## config.mk

```make
export PLATFORM = sky130hd
export DESIGN_NAME = bus_arbiter_rv32
export DESIGN_NICKNAME = d
export VERILOG_FILES = /design/src/rtl/bus_arbiter_rv32.sv
export SDC_FILE = /design/constraint.sdc
export NUM_CORES = 1
export LEC_CHECK = 0
export ABC_AREA = 1
export CELL_PAD_IN_SITES_DETAIL_PLACEMENT = 1
export CELL_PAD_IN_SITES_GLOBAL_PLACEMENT = 2
export CORE_UTILIZATION = 10
export DETAILED_ROUTE_END_ITERATION = 16
export PLACE_DENSITY = 0.95
export SYNTH_ARGS = -nofsm -noshare
export SYNTH_HDL_FRONTEND = slang
export SYNTH_SLANG_ARGS = --single-unit
```

## constraint.sdc

```tcl
create_clock -name clk_i -period 4.4 [get_ports clk_i]
set_input_delay 0.44 -clock clk_i [delete_from_list [all_inputs] [get_ports clk_i]]
set_output_delay 0.44 -clock clk_i [all_outputs]
set_load 0.01 [all_outputs]
```

## src/rtl/bus_arbiter_rv32.sv

```systemverilog
// Shares the rv32 system bus between the CPU and one external master, halting the CPU around each grant.
// Latency: grant HaltSettleCycles+1 cycles after request; ext read data 1 cycle after the beat. Ext backpressured
// by ext_ready_o (granted only), CPU by cpu_halt_o. BUS_ARB_STARVE_GUARD_EN enables the beat cap and CPU guard.
module bus_arbiter_rv32 #(
  parameter int address_width    = 32,
  parameter int data_width       = 32,
  parameter int HaltSettleCycles = 1,
  parameter int MaxExtBeats      = 16,
  parameter int CpuGuardCycles   = 4
) (
  input  logic                     clk_i,
  input  logic                     reset_n_i,
  input  logic [address_width-1:0] cpu_address_i,
  input  logic [data_width-1:0]    cpu_data_i,
  input  logic                     cpu_we_i,
  input  logic [3:0]               cpu_we_ram_i,
  output logic                     cpu_halt_o,
  output logic [address_width-1:0] bus_address_o,
  output logic [data_width-1:0]    bus_data_o,
  output logic                     bus_we_o,
  output logic [3:0]               bus_we_ram_o,
  output logic                     bus_hold_o,
  input  logic [data_width-1:0]    bus_rdata_i,
  input  logic                     ext_req_i,
  output logic                     ext_gnt_o,
  input  logic                     ext_valid_i,
  output logic                     ext_ready_o,
  input  logic                     ext_we_i,
  input  logic [3:0]               ext_be_i,
  input  logic [address_width-1:0] ext_address_i,
  input  logic [data_width-1:0]    ext_wdata_i,
  output logic [data_width-1:0]    ext_rdata_o,
  output logic                     ext_rvalid_o
);

`ifdef BUS_ARB_STARVE_GUARD_EN
  localparam bit GuardEn = 1'b1;
`else
  localparam bit GuardEn = 1'b0;
`endif

  localparam int SettleW = (HaltSettleCycles > 0) ? $clog2(HaltSettleCycles + 1) : 1;
  localparam int BeatW   = (MaxExtBeats > 0) ? $clog2(MaxExtBeats + 1) : 1;
  localparam int GuardW  = (CpuGuardCycles > 0) ? $clog2(CpuGuardCycles + 1) : 1;

  localparam logic [SettleW-1:0] SettleLast = SettleW'(HaltSettleCycles - 1);
  localparam logic [BeatW-1:0]   BeatLast   = BeatW'(MaxExtBeats - 1);
  localparam logic [GuardW-1:0]  GuardLoad  = GuardEn ? GuardW'(CpuGuardCycles) : '0;

  typedef enum logic [1:0] {
    CPU_OWN   = 2'd0,
    HALT_WAIT = 2'd1,
    EXT_OWN   = 2'd2,
    RESTORE   = 2'd3
  } state_t;

  state_t             state_q, state_d;
  logic [SettleW-1:0] settle_cnt_q;
  logic [BeatW-1:0]   beat_cnt_q;
  logic [GuardW-1:0]  guard_cnt_q;
  logic               rd_pend_q;

  logic beat;
  logic beat_cap;
  logic guard_ok;
  logic cpu_writing;

  assign beat        = (state_q == EXT_OWN) && ext_valid_i;
  assign beat_cap    = GuardEn && (beat_cnt_q == BeatLast);
  // Counter expires at the end of this cycle, so the CPU keeps the bus for exactly CpuGuardCycles cycles.
  assign guard_ok    = (guard_cnt_q <= GuardW'(1));
  assign cpu_writing = cpu_we_i || (cpu_we_ram_i != 4'b0000);

  assign ext_rvalid_o = rd_pend_q;
  assign ext_rdata_o  = bus_rdata_i;

  always_comb begin
    state_d       = state_q;
    cpu_halt_o    = 1'b0;
    ext_gnt_o     = 1'b0;
    ext_ready_o   = 1'b0;
    bus_hold_o    = 1'b0;
    bus_address_o = cpu_address_i;
    bus_data_o    = cpu_data_i;
    bus_we_o      = cpu_we_i;
    bus_we_ram_o  = cpu_we_ram_i;
    case (state_q)
      CPU_OWN: begin
        if (ext_req_i && !cpu_writing && guard_ok) state_d = HALT_WAIT;
      end
      HALT_WAIT: begin
        // Hold keeps the CPU's pending read data in the mux while the pipeline drains.
        cpu_halt_o   = 1'b1;
        bus_hold_o   = 1'b1;
        bus_we_o     = 1'b0;
        bus_we_ram_o = 4'b0000;
        if (!ext_req_i)                      state_d = RESTORE;
        else if (settle_cnt_q == SettleLast) state_d = EXT_OWN;
      end
      EXT_OWN: begin
        cpu_halt_o    = 1'b1;
        ext_gnt_o     = 1'b1;
        ext_ready_o   = 1'b1;
        bus_address_o = ext_address_i;
        bus_data_o    = ext_wdata_i;
        bus_we_o      = beat && ext_we_i;
        bus_we_ram_o  = (beat && ext_we_i) ? ext_be_i : 4'b0000;
        if (!ext_req_i || (beat && beat_cap)) state_d = RESTORE;
      end
      RESTORE: begin
        cpu_halt_o   = 1'b1;
        bus_we_o     = 1'b0;
        bus_we_ram_o = 4'b0000;
        state_d      = CPU_OWN;
      end
      default: state_d = CPU_OWN;
    endcase
  end

  always_ff @(posedge clk_i or negedge reset_n_i) begin
    if (!reset_n_i) begin
      state_q      <= CPU_OWN;
      settle_cnt_q <= '0;
      beat_cnt_q   <= '0;
      guard_cnt_q  <= '0;
      rd_pend_q    <= 1'b0;
    end else begin
      state_q   <= state_d;
      rd_pend_q <= beat && !ext_we_i;

      if (state_q == HALT_WAIT) settle_cnt_q <= settle_cnt_q + 1'b1;
      else                      settle_cnt_q <= '0;

      if (state_q != EXT_OWN) beat_cnt_q <= '0;
      else if (beat)          beat_cnt_q <= beat_cnt_q + 1'b1;

      if (state_q == RESTORE)                             guard_cnt_q <= GuardLoad;
      else if (state_q == CPU_OWN && guard_cnt_q != '0)   guard_cnt_q <= guard_cnt_q - 1'b1;
    end
  end

endmodule

```

# Word-level counts from Yosys, hierarchy flattened
# Index checks and enable logic that the tools add are counted.
[totals] register_bits=7 in_bits=174 out_inout_bits=106 word_cells=45
[classes] n_addsub=2 n_lt_le_gt_ge=1 eq_ne=6 muxes=16 reduce_logical=16
[ops] cell="32-bit 2-to-1 mux" count=2
[ops] cell="2-bit 2-to-1 mux" count=4
[ops] cell="2-bit one-hot mux with 4 select lines" count=1
[ops] cell="4-bit one-hot mux with 2 select lines" count=1
[ops] cell="1-bit logical AND" count=6
[ops] cell="3-bit 2-to-1 mux" count=2
[ops] cell="2-bit equality test (second input constant)" count=2
[ops] cell="1-bit 2-to-1 mux" count=4
[ops] cell="4-bit 2-to-1 mux" count=1
[ops] cell="2-bit != test (second input constant)" count=2
[ops] cell="4-bit nonzero test" count=1
[ops] cell="3-bit by 1-bit less-or-equal comparator with 1-bit output (second input constant)" count=1
[ops] cell="3-bit != test (second input constant)" count=1
[ops] cell="3-bit AND reduction" count=1
[ops] cell="3-bit nonzero test" count=1
[ops] cell="3-bit OR reduction" count=1
[ops] cell="3-bit by 1-bit subtractor with 3-bit output (second input constant)" count=1
[ops] cell="2-bit by 1-bit equality test with 1-bit output (second input constant)" count=1
[ops] cell="1-bit zero test" count=2
[ops] cell="2-bit zero test" count=1
[ops] cell="1-bit one-hot mux with 2 select lines" count=1
[ops] cell="2-bit nonzero test" count=1
[ops] cell="2-bit OR reduction" count=1
[ops] cell="1-bit adder (second input constant)" count=1
[ops] cell="1-bit logical OR" count=1

# Longest topological paths before layout
# Gate-level depths: netlist of run 1.
[depth] word_depth=7 ltp_mapped=8 ltp_nobuf=8

# Least setup slack after synthesis of run 1
# Ideal clock, no wire load.
[synth_timing] kind="register to output" startpoint="reg state_q[0]" endpoint="out bus_data_o[10]" arrival_time_ps=1519 required_ps=3960 setup_slack_ps=2441 path_stages_with_launch=6 n_path_buf=2 cell_sequence="dfrtp_1 inv_1 ha_1 buf_4 buf_4 mux2_2"
[synth_between] elab_chain_cells=2
[synth_rtl] element="start, declared" line="57" rtl="state_t state_q, state_d;"
[synth_rtl] element="start signal, assigned" line="128" rtl="state_q <= state_d;"
[synth_rtl] element="2-bit equality test" line="87" rtl="case (state_q)"
[synth_rtl] element="32-bit 2-to-1 mux" line="87"
[synth_rtl] element="end, declared" line="19" rtl="output logic [data_width-1:0] bus_data_o,"
# Every way passes these cells.

# Worst setup path after layout of run 1
[layout_timing] startpoint="reg state_q[0]" endpoint="out bus_we_ram_o[2]"
[layout_between] elab_chain_cells=5 elab_cells_between_ends=8 classes_between="eq/ne: 3; mux: 2; reduce/logical: 3"
[layout_rtl] element="2-bit equality test" line="68, 87"
[layout_rtl] element="1-bit logical AND" line="68" rtl="assign beat = (state_q == EXT_OWN) && ext_valid_i;"
[layout_rtl] element="1-bit logical AND" line="107" rtl="bus_we_ram_o = (beat && ext_we_i) ? ext_be_i : 4'b0000;"
[layout_rtl] element="4-bit 2-to-1 mux" line="107"
[layout_rtl] element="4-bit one-hot mux with 2 select lines *" line="87"
[layout_rtl] element="end, declared" line="21" rtl="output logic [3:0] bus_we_ram_o,"
# Every way passes the cells marked *; elsewhere a longest branch is shown, timed or not.

==> impl_metrics.json, run 1 <==
{
  "final_cell_mix": "clkdlybuf4s50_1, mux2_2, inv_1",
  "drt-pass1-iter-count": 4,
  "worst_clock_skew_ns": 0.0009118,
  "cts_tree": "built",
  "powerDensity_nw_per_um2": 417.9,
  "synth_top_area_share_pct": 46.30,
  "wirelength_um": 8106,
  "cts_num_sinks": 7,
  "grt_pass1_wl_um": 12170,
  "grt_max_degree": 70,
  "finalMaxSlewViolations": 0,
  "post-route-util_pct": 24.59,
  "reg2regPathDepth": 6,
  "synthTopCellsByArea": "mux2_2, buf_4, dfrtp_1, ha_1, inv_1",
  "drive_gt1_share_pct": 19.33,
  "cp_max_fo": 69,
  "hold_viol": 0,
  "cp.required_ns": 3.96,
  "drtIter0Drc": 25,
  "holdPathStages": 1,
  "wl_per_cell_um": 14.87,
  "htree_levels": 1,
  "cap_viol_max_count": 0,
  "yosysWarnings": 0,
  "clock_path_buffers": 2,
  "cts.reportedPaths.clkPinSlew_ns": 0.04,
  "grt_use_total_pct": 9.769,
  "irDropWorstVdd_mv": 0.1454,
  "gp_congestion": 0.7743,
  "p_leak_nw": 1.444,
  "dp_hpwl_um": 6995,
  "hp-class": "reg -> reg",
  "worstMarginPinSlew_ns": 0.9172,
  "fmax_mhz": 321.0,
  "die_width_um": 126.8,
  "syn_to_final_growth_pct": 140.2,
  "die_y_um": 126.8,
  "drt-vias-per-instance": 3.593,
  "grt.overflow.total": 0,
  "worst_setup_path_start_kind": "flip-flop",
  "root_buffer": "clkbuf_16",
  "final_common_cell": "clkdlybuf4s50_1",
  "layoutNonFillerInstCount": 545,
  "fillers": 1774,
  "status": "complete, no violations",
  "vias": 1958,
  "seq_area_frac_synth_pct": 11.25,
  "synth_area_leader_cell": "mux2_2",
  "cts_buffers": 3,
  "dp_cells": 541,
  "post-route-period-util_pct": 70.80,
  "cts-resized-gates": 0,
  "rows": 45,
  "synth_nets": 360,
  "worstPathArrival_ns": 2.68,
  "setup_viol": 0,
  "die_area_um2": 16070,
  "rsz0062_at_grt": "false",
  "postCtsSetupBuffers": 0,
  "clk_latency_ns": 0.23,
  "syn_avg_cell_area_um2": 8.744,
  "grt_pass1_vias": 2315,
  "core-area_um2": 15200,
  "start_util_pct": 10.24,
  "nets": 540,
  "cts_hold_buf": 0,
  "period_minus_slack_ns": 3.115,
  "hold-worst-slack_ns": 0.4397,
  "grt_antenna_before_repair": 0,
  "power.total_mw": 1.562,
  "syn-instance-count": 178,
  "critPathKind": "reg -> out",
  "ys_ff_latch": 7,
  "syn_area_um2": 1556,
  "drt.antenna.violating_nets": 0,
  "drc": 0,
  "insertedDiodeCount": 0,
  "cp-end-kind": "output port",
  "tns_ns": 0,
  "ios": 280,
  "port_buffers": 215,
  "relSlewSlack_pct": 38.85,
  "ys_types": 16
}
## power breakdown
group | internal, mW | switching, mW | leakage, nW | total [mW]
Combinational | 0.757 | 0.530 | 1.32 | 1.29
Sequential | 0.0932 | 0.0263 | 0.0887 | 0.120
Clock | 0.121 | 0.0353 | 0.0382 | 0.156
Total | 0.971 | 0.591 | 1.44 | 1.56
## flip-flops by register name, summed over array words and instances (netlist names)
signal	flops
guard_cnt_q	3
state_q	2
ext_rvalid_o	1
settle_cnt_q	1
## worst max-delay path, stage by stage (launching register included)
cell and delay (ns):
dfrtp_1 0.43, inv_1 0.17, ha_4 0.78, nand4_2 0.26, o22ai_1 0.21, clkdlybuf4s50_1 0.58
## synthesized netlist by cell type (all sizes together)
cell type,count
buf,40
dfrtp,7
ha,8
inv,20
mux2,64
nand2,14
nand3,4
nand4,1
nor2,8
o211ai,1
o21ai,5
o21bai,1
o22ai,4
xnor2,1
## stage by stage
stage | instance area, µm² | setup slack, ns
2_1_floorplan | 1556 | 2.441
3_3_place_gp | 3660 | 1.645
3_5_place_dp | 3660 | 1.480
4_1_cts | 3739 | 1.244
5_1_grt | 3739 | 1.056
6_report | 3739 | 1.285
## final cells by class
cell class | count | area, µm² | share of cell area [%]
Inverter | 20 | 75.07 | 2.008
Clock buffer | 4 | 78.83 | 2.108
Sequential cell | 7 | 175.2 | 4.685
Timing Repair Buffer | 215 | 2152 | 57.56
Tap cell | 188 | 235.2 | 6.292
Multi-Input combinational cell | 111 | 1022 | 27.34
## layer usage
metal	global-route usage (%)	part of all wire, %	vias up
met5	0	0	-
met4	2.241	1.2	0
met3	3.796	10	20
met2	20.60	58	107
met1	8.427	30	907
li1	-	-	924
## path summary, 6_finish.rpt
path,startpoint,end,slack [ns]
max in group asynchronous,reset_n_i,guard_cnt_q[1]$_DFFE_PN0P_,3.63
worst max-delay path,state_q[0]$_DFFE_PN0P_,bus_we_ram_o[2],1.28
min in group asynchronous,reset_n_i,guard_cnt_q[2]$_DFFE_PN0P_,0.50
worst max register to register,state_q[0]$_DFFE_PN0P_,state_q[1]$_DFFE_PN0P_,2.33
worst min register to register,settle_cnt_q$_DFF_PN0_,settle_cnt_q$_DFF_PN0_,0.44
worst min-delay path,settle_cnt_q$_DFF_PN0_,settle_cnt_q$_DFF_PN0_,0.44
## cells by family after synthesis
group | after synthesis | synth area share [%]
AOI/OAI and AO/OA | 11 | 4.180
xor gates and xnor gates | 1 | 0.5628
adders and majority gates | 8 | 6.431
buffers and inverters | 60 | 23.87
DFF | 7 | 11.25
muxes | 64 | 46.30
and+or+nand+nor | 27 | 7.395
(Power assumes the default switching activity.)
==> run 2, diff against run 1 <==
==> constraint.sdc (replaced) <==
create_clock -name clk_i -period 3 [get_ports clk_i]
set_input_delay 0.3 -clock clk_i [delete_from_list [all_inputs] [get_ports clk_i]]
set_output_delay 0.3 -clock clk_i [all_outputs]
set_load 0.01 [all_outputs]
==> run 2 against run 1 <==
  * Register-to-register slack lost 0.91 ns
  * Sequential cell count is the same
  * Highest routed layer unchanged
  * First-iteration DRC count grew 48%
  * Routed wire length shrank 2.2%
  * Combinational power grew 49%
  * Cell count grew 0.37%
  * Critical path depth is the same
  * Global-route usage shrank 0.62 points
  * Non-clock buffer count grew 2
  * Clock-buffer cell count is the same
  * Final area grew 0.74%
  * Sequential power grew 45%
==> impl_metrics.json, run 2 (synthesis results as in run 1) <==
{
  "clk_latency_ns": 0.23,
  "die_y_um": 126.8,
  "die_area_um2": 16070,
  "final_cell_mix": "clkdlybuf4s50_1, mux2_2, inv_1",
  "grt.overflow.total": 0,
  "port_buffers": 215,
  "htree_levels": 1,
  "crit_path_max_incr_delay_ns": 0.52,
  "irDropWorstVdd_mv": 0.2097,
  "endpoint": "bus_data_o[21]",
  "drtIter0Drc": 37,
  "post-route-period-util_pct": 89.85,
  "cts_num_sinks": 7,
  "die_width_um": 126.8,
  "grt_pass1_vias": 2209,
  "relSlewSlack_pct": 75.23,
  "reg.largest.list": "guard_cnt_q x3, state_q x2",
  "drt-vias-per-instance": 3.559,
  "crit_path_cell_trace": "inv_1, ha_4, buf_12, mux2_2, clkdlybuf4s50_1",
  "grt_max_degree": 34,
  "final_common_cell": "clkdlybuf4s50_1",
  "vias": 1947,
  "cp-end-kind": "output port",
  "dp_hpwl_um": 6964,
  "start_util_pct": 10.24,
  "drt-pass1-iter-count": 4,
  "rsz0062_at_grt": "false",
  "setup_viol": 0,
  "clock_path_buffers": 2,
  "hp-class": "in -> async",
  "p_leak_nw": 1.458,
  "syn_to_final_growth_pct": 142.0,
  "cts_tree": "built",
  "nets": 542,
  "period_minus_slack_ns": 2.695,
  "worstMarginPinSlew_ns": 0.3704,
  "grt_use_total_pct": 9.146,
  "powerDensity_nw_per_um2": 615.6,
  "design_area_um2": 3766,
  "worst_setup_path_start_kind": "flip-flop",
  "reg2regPathDepth": 6,
  "post-route-util_pct": 24.77,
  "reg2reg_from": "state_q[0]$_DFFE_PN0P_",
  "status": "complete, no violations",
  "cts_hold_buf": 0,
  "cts_buffers": 3,
  "worstReg2RegEnd": "state_q[1]$_DFFE_PN0P_",
  "worstPathArrival_ns": 2.40,
  "cap_viol_max_count": 0,
  "critPathKind": "reg -> out",
  "registers.top_by_ff_count": "guard_cnt_q",
  "hold_viol": 0,
  "fmax_mhz": 371.0,
  "drc": 0,
  "crit_start": "state_q[0]$_DFFE_PN0P_",
  "root_buffer": "clkbuf_16",
  "power.total_mw": 2.318,
  "finalMaxSlewViolations": 0,
  "postCtsSetupBuffers": 0,
  "wirelength_um": 7925,
  "r2r_slack_ns": 1.42,
  "cp_max_fo": 33,
  "cp.required_ns": 2.70,
  "grt_antenna_before_repair": 0,
  "crit_slowest_cell": "clkdlybuf4s50_1",
  "worst_clock_skew_ns": 0.0009440,
  "setup_ws_ns": 0.3046,
  "cts.reportedPaths.clkPinSlew_ns": 0.04,
  "rows": 45,
  "placed_area_um2": 3687,
  "grt_pass1_wl_um": 11470,
  "ios": 280,
  "core-area_um2": 15200,
  "drive_gt1_share_pct": 19.78,
  "largest_reg_flops": 3,
  "wl_per_cell_um": 14.49,
  "tns_ns": 0,
  "drt.antenna.violating_nets": 0,
  "pre_cts_ws_ns": 0.5134,
  "cts-resized-gates": 0,
  "gp_congestion": 0.7455,
  "insertedDiodeCount": 0
}
run 2: layer usage:
layer	vias to the layer above	wire, µm	part of all wire, %	global-route usage (%)
met1	896	2553	32	8.469
li1	924	-	-	-
met3	20	816	10	3.712
met5	-	0	0	0
met4	0	107	1.4	2.171
met2	107	4447	56	18.39
run 2: metrics by stage:
| stage | std cells | hold WS (ns) |
|---|---|---|
| 5_1_grt | 547 | 0.3799 |
| 3_5_place_dp | 543 | 0.4282 |
| 4_1_cts | 547 | 0.3626 |
| 3_3_place_gp | 543 | 0.4137 |
| 6_report | 547 | 0.3546 |
| 2_1_floorplan | 178 | 0.004409 |
run 2: area by class of cell:
class / instances / area, µm²
Inverter: 20 / 75.07
Fill cell: 1773 / 11440
Timing Repair Buffer: 217 / 2180
Clock buffer: 4 / 78.83
Tap cell: 188 / 235.2
Multi-Input combinational cell: 111 / 1022
Sequential cell: 7 / 175.2
run 2: worst min-delay path by stage:
| stage | from | depth (start not counted) | endpoint | slack (ns) |
|---|---|---|---|---|
| 5_1_grt | reset_n_i | 1 | guard_cnt_q[1]$_DFFE_PN0P_ | 0.38 |
| 6_report | reset_n_i | 1 | guard_cnt_q[1]$_DFFE_PN0P_ | 0.35 |
| 2_1_floorplan | reset_n_i | 0 | ext_rvalid_o$_DFF_PN0_ | 0.004 |
| 4_1_cts | reset_n_i | 1 | guard_cnt_q[1]$_DFFE_PN0P_ | 0.36 |
| 3_3_place_gp | settle_cnt_q$_DFF_PN0_ | 1 | settle_cnt_q$_DFF_PN0_ | 0.41 |
| 3_5_place_dp | settle_cnt_q$_DFF_PN0_ | 1 | settle_cnt_q$_DFF_PN0_ | 0.43 |
run 2: power by group:
group          switching (mW)  total (mW)  internal [mW]
Combinational           0.778        1.92           1.14
Sequential             0.0377       0.174          0.137
Clock                  0.0515       0.228          0.177
run 2: critical path, delay by kind of cell, from the launching register on:
family,cells,cell delay (ns)
buffers and inverters,3,0.95
adder cells (fa/ha/maj),1,0.40
flip-flops,1,0.43
multiplexers,1,0.37
